==> src/rtl/ts_tx_serializer_if.sv <==
// Ordered-set handshake bundle between the TS generator, this serializer and the lane encoder.
// Latency: none, wires only.
// Backpressure: ts_tx_fifo_full toward the generator, tx_ready from the encoder.
interface ts_tx_serializer_if;
    logic         ts_valid;
    logic [127:0] ts;
    logic         ts_tx_fifo_full;
    logic         flush;
    logic         tx_ready;
    logic         tx_valid;
    logic [7:0]   tx_symbol;
    logic         tx_k;
    logic [15:0]  ts_sent_cnt;
    logic         overflow;

    // Generator/encoder side drives the inputs of the serializer.
    modport master (
        output ts_valid, ts, flush, tx_ready,
        input  ts_tx_fifo_full, tx_valid, tx_symbol, tx_k, ts_sent_cnt, overflow
    );

    // Serializer side.
    modport slave (
        input  ts_valid, ts, flush, tx_ready,
        output ts_tx_fifo_full, tx_valid, tx_symbol, tx_k, ts_sent_cnt, overflow
    );
endinterface

==> src/rtl/ts_tx_serializer.sv <==
// Buffers 128-bit ordered sets and emits them one 8-bit symbol per accepted cycle, tagging K symbols.
// Latency: write at cycle N -> count at N+1 -> symbol 0 on tx_valid at N+2; back-to-back sets have no bubble.
// Backpressure: tx_ready low freezes the current symbol; full raised FULL_MARGIN entries early, writes at DEPTH dropped.
module ts_tx_serializer #(
    parameter int         DEPTH       = 4,
    parameter int         FULL_MARGIN = 1,
    parameter logic [7:0] COM_SYM     = 8'hBC,
    parameter logic [7:0] PAD_SYM     = 8'hF7
) (
    input  logic               clk,
    input  logic               rst,
    ts_tx_serializer_if.slave  bus
);
    localparam int AW = $clog2(DEPTH);
    localparam int CW = $clog2(DEPTH + 1);
    localparam logic [CW-1:0] CNT_FULL = CW'(DEPTH);
    localparam logic [CW-1:0] CNT_HI   = CW'(DEPTH - FULL_MARGIN);

    typedef enum logic {IDLE, SEND} state_t;

    logic [127:0]  mem [DEPTH];
    logic [AW-1:0] wr_ptr;
    logic [AW-1:0] rd_ptr;
    logic [CW-1:0] count;
    logic          overflow_r;

    state_t        state;
    state_t        state_nxt;
    logic [127:0]  shift_reg;
    logic [3:0]    idx;
    logic [15:0]   sent_cnt;

    logic          fifo_nonempty;
    logic          wr_en;
    logic          pop;
    logic          advance;
    logic          done;
    logic [7:0]    cur_sym;

    assign fifo_nonempty = (count != '0);
    // A flush cycle drops the concurrent write; a write into a full FIFO is dropped too.
    assign wr_en         = bus.ts_valid && !bus.flush && (count != CNT_FULL);
    assign cur_sym       = shift_reg[127:120];

    // Next-state and control: pop the head whenever a new set is started, including at the end of a set.
    always_comb begin
        state_nxt = state;
        pop       = 1'b0;
        advance   = 1'b0;
        done      = 1'b0;
        case (state)
            IDLE: begin
                if (fifo_nonempty) begin
                    pop       = 1'b1;
                    state_nxt = SEND;
                end
            end
            SEND: begin
                if (bus.tx_ready) begin
                    advance = 1'b1;
                    if (idx == 4'd15) begin
                        done = 1'b1;
                        if (fifo_nonempty) begin
                            pop = 1'b1;
                        end else begin
                            state_nxt = IDLE;
                        end
                    end
                end
            end
            default: state_nxt = IDLE;
        endcase
    end

    // FSM state register.
    always_ff @(posedge clk) begin
        if (rst) begin
            state <= IDLE;
        end else begin
            state <= state_nxt;
        end
    end

    // Storage array; not reset since count gates every read.
    always_ff @(posedge clk) begin
        if (wr_en) begin
            mem[wr_ptr] <= bus.ts;
        end
    end

    // FIFO pointers, occupancy and sticky overflow; flush empties the queue but a same-cycle pop still loads.
    always_ff @(posedge clk) begin
        if (rst) begin
            wr_ptr     <= '0;
            rd_ptr     <= '0;
            count      <= '0;
            overflow_r <= 1'b0;
        end else begin
            if (wr_en) begin
                wr_ptr <= wr_ptr + AW'(1);
            end
            if (bus.flush) begin
                count  <= '0;
                rd_ptr <= wr_ptr;
            end else begin
                if (pop) begin
                    rd_ptr <= rd_ptr + AW'(1);
                end
                count <= count + CW'(wr_en) - CW'(pop);
            end
            if (bus.ts_valid && !bus.flush && (count == CNT_FULL)) begin
                overflow_r <= 1'b1;
            end
        end
    end

    // Shift register, symbol index and completion counter.
    always_ff @(posedge clk) begin
        if (rst) begin
            shift_reg <= '0;
            idx       <= '0;
            sent_cnt  <= '0;
        end else begin
            if (pop) begin
                shift_reg <= mem[rd_ptr];
                idx       <= '0;
            end else if (advance) begin
                shift_reg <= {shift_reg[119:0], 8'h00};
                idx       <= idx + 4'd1;
            end
            if (done) begin
                sent_cnt <= sent_cnt + 16'd1;
            end
        end
    end

    // Outputs depend on registers only, so a stall holds them stable.
    always_comb begin
        bus.tx_valid        = (state == SEND);
        bus.tx_symbol       = (state == SEND) ? cur_sym : 8'h00;
        bus.tx_k            = (state == SEND) &&
                              (((idx == 4'd0) && (cur_sym == COM_SYM)) ||
                               (((idx == 4'd1) || (idx == 4'd2)) && (cur_sym == PAD_SYM)));
        bus.ts_tx_fifo_full = (count >= CNT_HI);
        bus.ts_sent_cnt     = sent_cnt;
        bus.overflow        = overflow_r;
    end
endmodule

==> src/flat_wrapper.sv <==
// flat-port wrapper written by rule: the top's interface ports become plain ports
module ts_tx_serializer_flat 
#(
    parameter int         DEPTH       = 4,
    parameter int         FULL_MARGIN = 1,
    parameter logic [7:0] COM_SYM     = 8'hBC,
    parameter logic [7:0] PAD_SYM     = 8'hF7
)
  (clk, rst, bus_ts_valid, bus_ts, bus_flush, bus_tx_ready, bus_ts_tx_fifo_full, bus_tx_valid, bus_tx_symbol, bus_tx_k, bus_ts_sent_cnt, bus_overflow);
  ts_tx_serializer_if bus_i ();
  input  logic clk;
  input  logic rst;
  input wire logic [$bits(bus_i.ts_valid)-1:0] bus_ts_valid;
  input wire logic [$bits(bus_i.ts)-1:0] bus_ts;
  input wire logic [$bits(bus_i.flush)-1:0] bus_flush;
  input wire logic [$bits(bus_i.tx_ready)-1:0] bus_tx_ready;
  output wire logic [$bits(bus_i.ts_tx_fifo_full)-1:0] bus_ts_tx_fifo_full;
  output wire logic [$bits(bus_i.tx_valid)-1:0] bus_tx_valid;
  output wire logic [$bits(bus_i.tx_symbol)-1:0] bus_tx_symbol;
  output wire logic [$bits(bus_i.tx_k)-1:0] bus_tx_k;
  output wire logic [$bits(bus_i.ts_sent_cnt)-1:0] bus_ts_sent_cnt;
  output wire logic [$bits(bus_i.overflow)-1:0] bus_overflow;
  assign bus_i.ts_valid = bus_ts_valid;
  assign bus_i.ts = bus_ts;
  assign bus_i.flush = bus_flush;
  assign bus_i.tx_ready = bus_tx_ready;
  assign bus_ts_tx_fifo_full = bus_i.ts_tx_fifo_full;
  assign bus_tx_valid = bus_i.tx_valid;
  assign bus_tx_symbol = bus_i.tx_symbol;
  assign bus_tx_k = bus_i.tx_k;
  assign bus_ts_sent_cnt = bus_i.ts_sent_cnt;
  assign bus_overflow = bus_i.overflow;
  ts_tx_serializer #(.DEPTH(DEPTH), .FULL_MARGIN(FULL_MARGIN), .COM_SYM(COM_SYM), .PAD_SYM(PAD_SYM)) u_core (.clk(clk), .rst(rst), .bus(bus_i));
endmodule
==> config.mk <==
export PLATFORM = sky130hd
export DESIGN_NAME = ts_tx_serializer_flat
export DESIGN_NICKNAME = d
export VERILOG_FILES = /design/src/rtl/ts_tx_serializer_if.sv /design/src/rtl/ts_tx_serializer.sv /design/src/flat_wrapper.sv
export SDC_FILE = /design/constraint.sdc
export NUM_CORES = 1
export LEC_CHECK = 0
export BUFFER_PORTS_ARGS = -buffer_cell sky130_fd_sc_hd__buf_2
export CORE_AREA = 2 2 224 226
export CTS_CLUSTER_DIAMETER = 30
export DETAILED_ROUTE_END_ITERATION = 16
export DIE_AREA = 0 0 226 228
export PLACE_DENSITY_LB_ADDON = 0.12
export SYNTH_ARGS = -nofsm -noshare
export SYNTH_HDL_FRONTEND = slang
export SYNTH_SLANG_ARGS = --single-unit
==> constraint.sdc <==
create_clock -name clk -period 9.3 [get_ports clk]
set_input_delay 2.325 -clock clk [delete_from_list [all_inputs] [get_ports clk]]
set_output_delay 2.325 -clock clk [all_outputs]
set_load 0.05 [all_outputs]
**After elaboration in Yosys (flattened, before gate mapping)**

Memory sizes are Yosys's and may differ from the RTL's. A register that Yosys moved wholly into a read port is not among the register bits.
Index checks and enable logic that the tools add are counted.

- Register bits: 157
- Bits in writable memories: 512
- Output and inout bits: 28
- Logic and storage cells: 60
- Memories kept: 1

- $add $sub $neg: 6
- Magnitude comparators: 1
- Equality and inequality tests: 7
- Mux-type cells: 21
- Bitwise operators: 1
- Reductions and logical operators: 15

Memories:

| name | words | width | read ports | clocked after memory_dff | write ports | line | source |
|---|---|---|---|---|---|---|---|
| u_core.mem | 4 | 128 | 1 | 1 | 1 | ts_tx_serializer.sv:21 | `logic [127:0] mem [DEPTH];` |

Operator list:

| kind | number |
|---|---|
| $mux W128 | 2 |
| $add A16 B1 Y16 const B | 1 |
| $eq A8 B8 Y1 const B | 2 |
| $mux W1 | 12 |
| $mux W2 | 4 |
| $mux W8 | 1 |
| $logic_and A1 B1 Y1 | 6 |
| $add A2 B1 Y2 const B | 2 |
| $add A4 B1 Y4 const B | 1 |
| $eq A4 B1 Y1 const B | 1 |
| $eq A4 B2 Y1 const B | 1 |
| $eq A4 B4 Y1 const B | 1 |
| $logic_not A4 Y1 | 1 |
| $pmux W1 S2 | 2 |
| $reduce_bool A2 Y1 | 2 |
| $reduce_or A2 Y1 | 2 |
| $add A3 B1 Y3 | 1 |
| $eq A3 B3 Y1 const B | 1 |
| $ge A3 B2 Y1 const B | 1 |
| $ne A3 B3 Y1 const B | 1 |
| $reduce_bool A3 Y1 | 1 |
| $sub A3 B1 Y3 | 1 |
| $logic_or A1 B1 Y1 | 2 |
| $logic_not A1 Y1 | 1 |
| $not A1 Y1 | 1 |

**Depth between registers and ports, before layout**

- Word-level depth: 9
- Mapped depth: 12
- Depth with buffers taken out: 10

**Worst setup path before layout**

Ideal clock, no wire load.

- Path type: input -> register
- Start point: input port bus_flush
- End point: memory u_core.mem[0][0] (enable)
- Arrival: 5.759 ns
- Setup slack: 3.039 ns
- Stages on the path: 4
- Cells stage by stage: inv_1 o311a_1 clkbuf_1 and2_1

- Longest elaborated chain between the ends: 5

RTL lines:

| what | line | source |
|---|---|---|
| start, declared | flat_wrapper.sv:15 | `input wire logic [$bits(bus_i.flush)-1:0] bus_flush;` |
| $logic_not A1 Y1 | ts_tx_serializer.sv:42 | `assign wr_en = bus.ts_valid && !bus.flush && (count != CNT_FULL);` |
| $logic_and A1 B1 Y1 (2 in a row) | ts_tx_serializer.sv:42 |  |
| net u_core.wr_en | ts_tx_serializer.sv:34 | `logic wr_en;` |
| $mux W1 | ts_tx_serializer.sv:86 | `if (wr_en) begin` |
| $mux W1 (implied by the code) | ts_tx_serializer.sv:87 | `mem[wr_ptr] <= bus.ts;` |
| end, declared | ts_tx_serializer.sv:21 |  |

The timed path passes the listed nets, and every way through them passes these cells.

**Worst setup path in the final report**

- Start point: register u_core.state (netlist: u_core.bus.tx_valid)
- End point: output port bus_tx_k

- Longest elaborated chain between the ends: 1

RTL lines:

| what | line | source |
|---|---|---|
| start, declared | ts_tx_serializer.sv:27 | `state_t state;` |
| start signal, assigned | ts_tx_serializer.sv:80 | `state <= state_nxt;` |
| $logic_and A1 B1 Y1 | ts_tx_serializer.sv:141 | `bus.tx_k = (state == SEND) &&` |
| end, declared | flat_wrapper.sv:20 | `output wire logic [$bits(bus_i.tx_k)-1:0] bus_tx_k;` |

No other way between the ends.

==> summary.md <==
| Metric | Value |
|---|---|
| Status | `finished clean` |
| Pre-antenna DRT Iters | `5` |
| Final instance area | `31600 um2` |
| Post-synth top flop | `edfxtp_1` |
| Post-DR vias/cell | `5.63` |
| Sink Count | `671` |
| Antenna Violating Nets Remaining | `0` |
| Seq cells post-synth | `671` |
| CP peak stage delay | `roughly 0.72 ns` |
| Setup tns final | `0 ns` |
| P_sw | `about 2.8 mW` |
| Die X | `226 um` |
| Crit path max-delay family | `flip-flops` |
| Die ar. | `51500 um2` |
| # setup viols final | `0` |
| Crit path DAT | `2.34 ns` |
| Placed instance count | `around 2.3k` |
| Initial antenna violation count | `5` |
| Root buffer cell | `clkbuf_16` |
| IO Count | `161` |
| CTS Hold Bufs | `0` |
| Largest register FFs | `between 500 and 600` |
| Post-synth ARST share | `0%` |
| # Post-CTS Setup Buffers | `0` |
| Clock Latency Late Sink | `0.66 ns` |
| R2r setup slk | `6.03 ns` |
| P_int | `~7 mW` |
| Leak pwr | `10.4 nW` |
| Largest net degree at the start of global routing | `89` |
| WP buf/inv | `1` |
| Row cnt | `slightly above 80` |
| RSZ-0062 raised after global routing | `false` |
| Post-synth EDFFs | `512` |
| Clock network power share | `42.5%` |
| Clock Skew | `just under 0.03 ns` |
| DRC viols | `0` |
| Max Freq | `214 MHz` |
| Switching Share | `28.5%` |
| Yosys cell types | `45` |
| Final number of max-transition violations | `0` |
| Register area share after synthesis | `70.6%` |
| Utilization after layout | `63.9%` |
| Area growth, synth to finish | `20.1%` |
| Final min period | `4.67 ns` |
| Total GRT Usage | `21.9%` |
| Worst-path clk slew | `0.05 ns` |
| Syn_nets | `1698` |
| Hold Slack | `0.465 ns` |
| Dpl hpwl | `32000 um` |
| Routability congestion estimate | `0.732` |
| Critical Path RT | `6.98 ns` |
| Worst min path class | `flop to flop` |
| Number of global-route vias before repair | `14.7k` |
| Gate Count Post-Synth | `1553` |
| CTS tree | `yes` |
| Worst-path cell chain | `and2_1 > nor4b_1 > buf_2` |
| CTS buffer count | `119` |
| Combinational power share | `18.6%` |
| Cts repair resizes | `0` |
| DR vias | `14.2k` |
| Drt total wl | `55100 um` |
| Fraction of layout cells with a size suffix above 1 | `a little over a third` |
| GR Overflow Total | `0` |
| CP endpoint kind | `primary output` |
| Mean area per synthesized cell | `16.9 um2` |
| Starting Density | `53.2%` |
| Final Non-Filler Cells | `roughly 2.5k` |
| Peak supply drop | `0.245 mV` |
| Number of I/O port buffers | `160` |
| Synth Warn # | `0` |
| CP startpoint kind | `flop` |
| Iteration-0 DRC count of the detailed router | `1141` |
| Nets@finish | `roughly 1.9k` |
| Filler Cell Count | `about 3.5k` |
| Clk buf depth | `3` |
| Critical path's slowest cell | `dfxtp_1` |
| Seq pwr share | `about 39%` |
| Worst slew pin tran | `1.07 ns` |
| Part of the cycle the worst path needs | `roughly half` |
| Max_cap viols | `0` |
| Pwr/cell area | `between 300 and 400 nW/um2` |
| First-pass GRT wire length | `85400 um` |
| Synthesized cell area | `26300 um2` |
| Post-DP Area | `27500 um2` |
| Critical path type | `flop to primary output` |
| WL/cell | `21.8 um` |
| Slew margin rel. | `28.4%` |
| H-tree depth | `3` |
| CP max FO | `17` |
| Final Hold Fails | `0` |
| Die H | `228 um` |
| Core area | `49300 um2` |
-- area by class of cell --
cell class	count	area (um2)	area share, %
sequential	671	18600	58.8
multi-input combinational	769	7140	22.6
clock buffer	140	3180	10.1
timing repair buffer	178	957	3.03
tap	672	841	2.66
clock inverter	84	831	2.63
inverter	8	30.0	0.0952
antenna	3	7.51	0.0238
-- metal layers --
metal  track usage, %  wire [um]  vias up
met5                0          0        -
met4             8.11       1310        0
met3             4.02       2430       89
met2             35.9      27800      363
met1             29.3      23600     7292
li1                 -          -     6480
-- path summary, 6_finish.rpt --
check                                       to                        startpoint  cells past startpoint
max reg2reg  u_core.shift_reg[54]$_SDFFE_PP0P_        u_core.idx[0]$_SDFFE_PP0P_                      6
min           u_core.shift_reg[1]$_SDFFE_PP0P_  u_core.shift_reg[1]$_SDFFE_PP0P_                      2
min reg2reg   u_core.shift_reg[1]$_SDFFE_PP0P_  u_core.shift_reg[1]$_SDFFE_PP0P_                      2
max                                   bus_tx_k    u_core.bus.tx_valid$_SDFF_PP0_                      3
-- cell families after synthesis --
family | after synthesis | share of synthesized area, %
AO/OA/AOI/OAI | 154 | 7.67
XOR/XNOR | 13 | 0.433
adder cells (fa/ha/maj) | 12 | 0.600
buffers and inverters | 113 | 2.28
flip-flops | 671 | 70.6
multiplexers | 132 | 11.1
AND/OR/NAND/NOR | 458 | 7.25
-- cells in the mapped netlist, drive strengths merged (7+ instances only) --
cell type	instances	area share, %
dfxtp	159	12
xnor2	7	0.23
nand3	15	0.32
nor3	9	0.19
a21oi	19	0.38
buf	48	1.3
nor2	138	2.0
inv	8	0.11
clkbuf	57	0.81
edfxtp	512	59
nand2	257	3.7
and2	13	0.31
ha	11	0.52
a311oi	120	6.9
mux4	128	11
-- per-stage QoR --
stage	power, mW	setup WS, ns
2_1_floorplan	5.46	3.04
3_3_place_gp	5.73	4.32
3_5_place_dp	5.78	4.23
4_1_cts	10.0	4.65
5_1_grt	10.3	4.41
6_report	9.93	4.63
-- power by group through the flow --
stage          Sequential, mW  Clock (mW)  Combinational (mW)
2_1_floorplan            3.84           0                1.62
3_3_place_gp             3.91           0                1.81
3_5_place_dp             3.92           0                1.86
4_1_cts                  3.87        4.27                1.87
5_1_grt                  3.92        4.42                2.01
6_report                 3.87        4.22                1.84
-- placed cells by master, fill, tap and decap left out, drive strengths merged, types with 3 or more instances in the layout --
cell and n:
bufinv 9, and4 4, o31ai 4, clkbuf 141, mux4 128, nand4 6
a311oi 120, a21oi 19, ha 11, and2 13, clkinvlp 19, o21ai 3
diode 3, nor3 9, xnor2 7, or4 4, nand2 257, dfxtp 159
nand3 15, inv 27, buf 177, nor2 138, clkinv 37, xor2 6
edfxtp 512
-- worst min-delay path, stage by stage, from the launching register on --
cell and delay [ns]:
dfxtp_1 0.30, nand3_1 0.06, a21oi_1 0.05
Note: power is estimated with default switching activity, not from simulation.
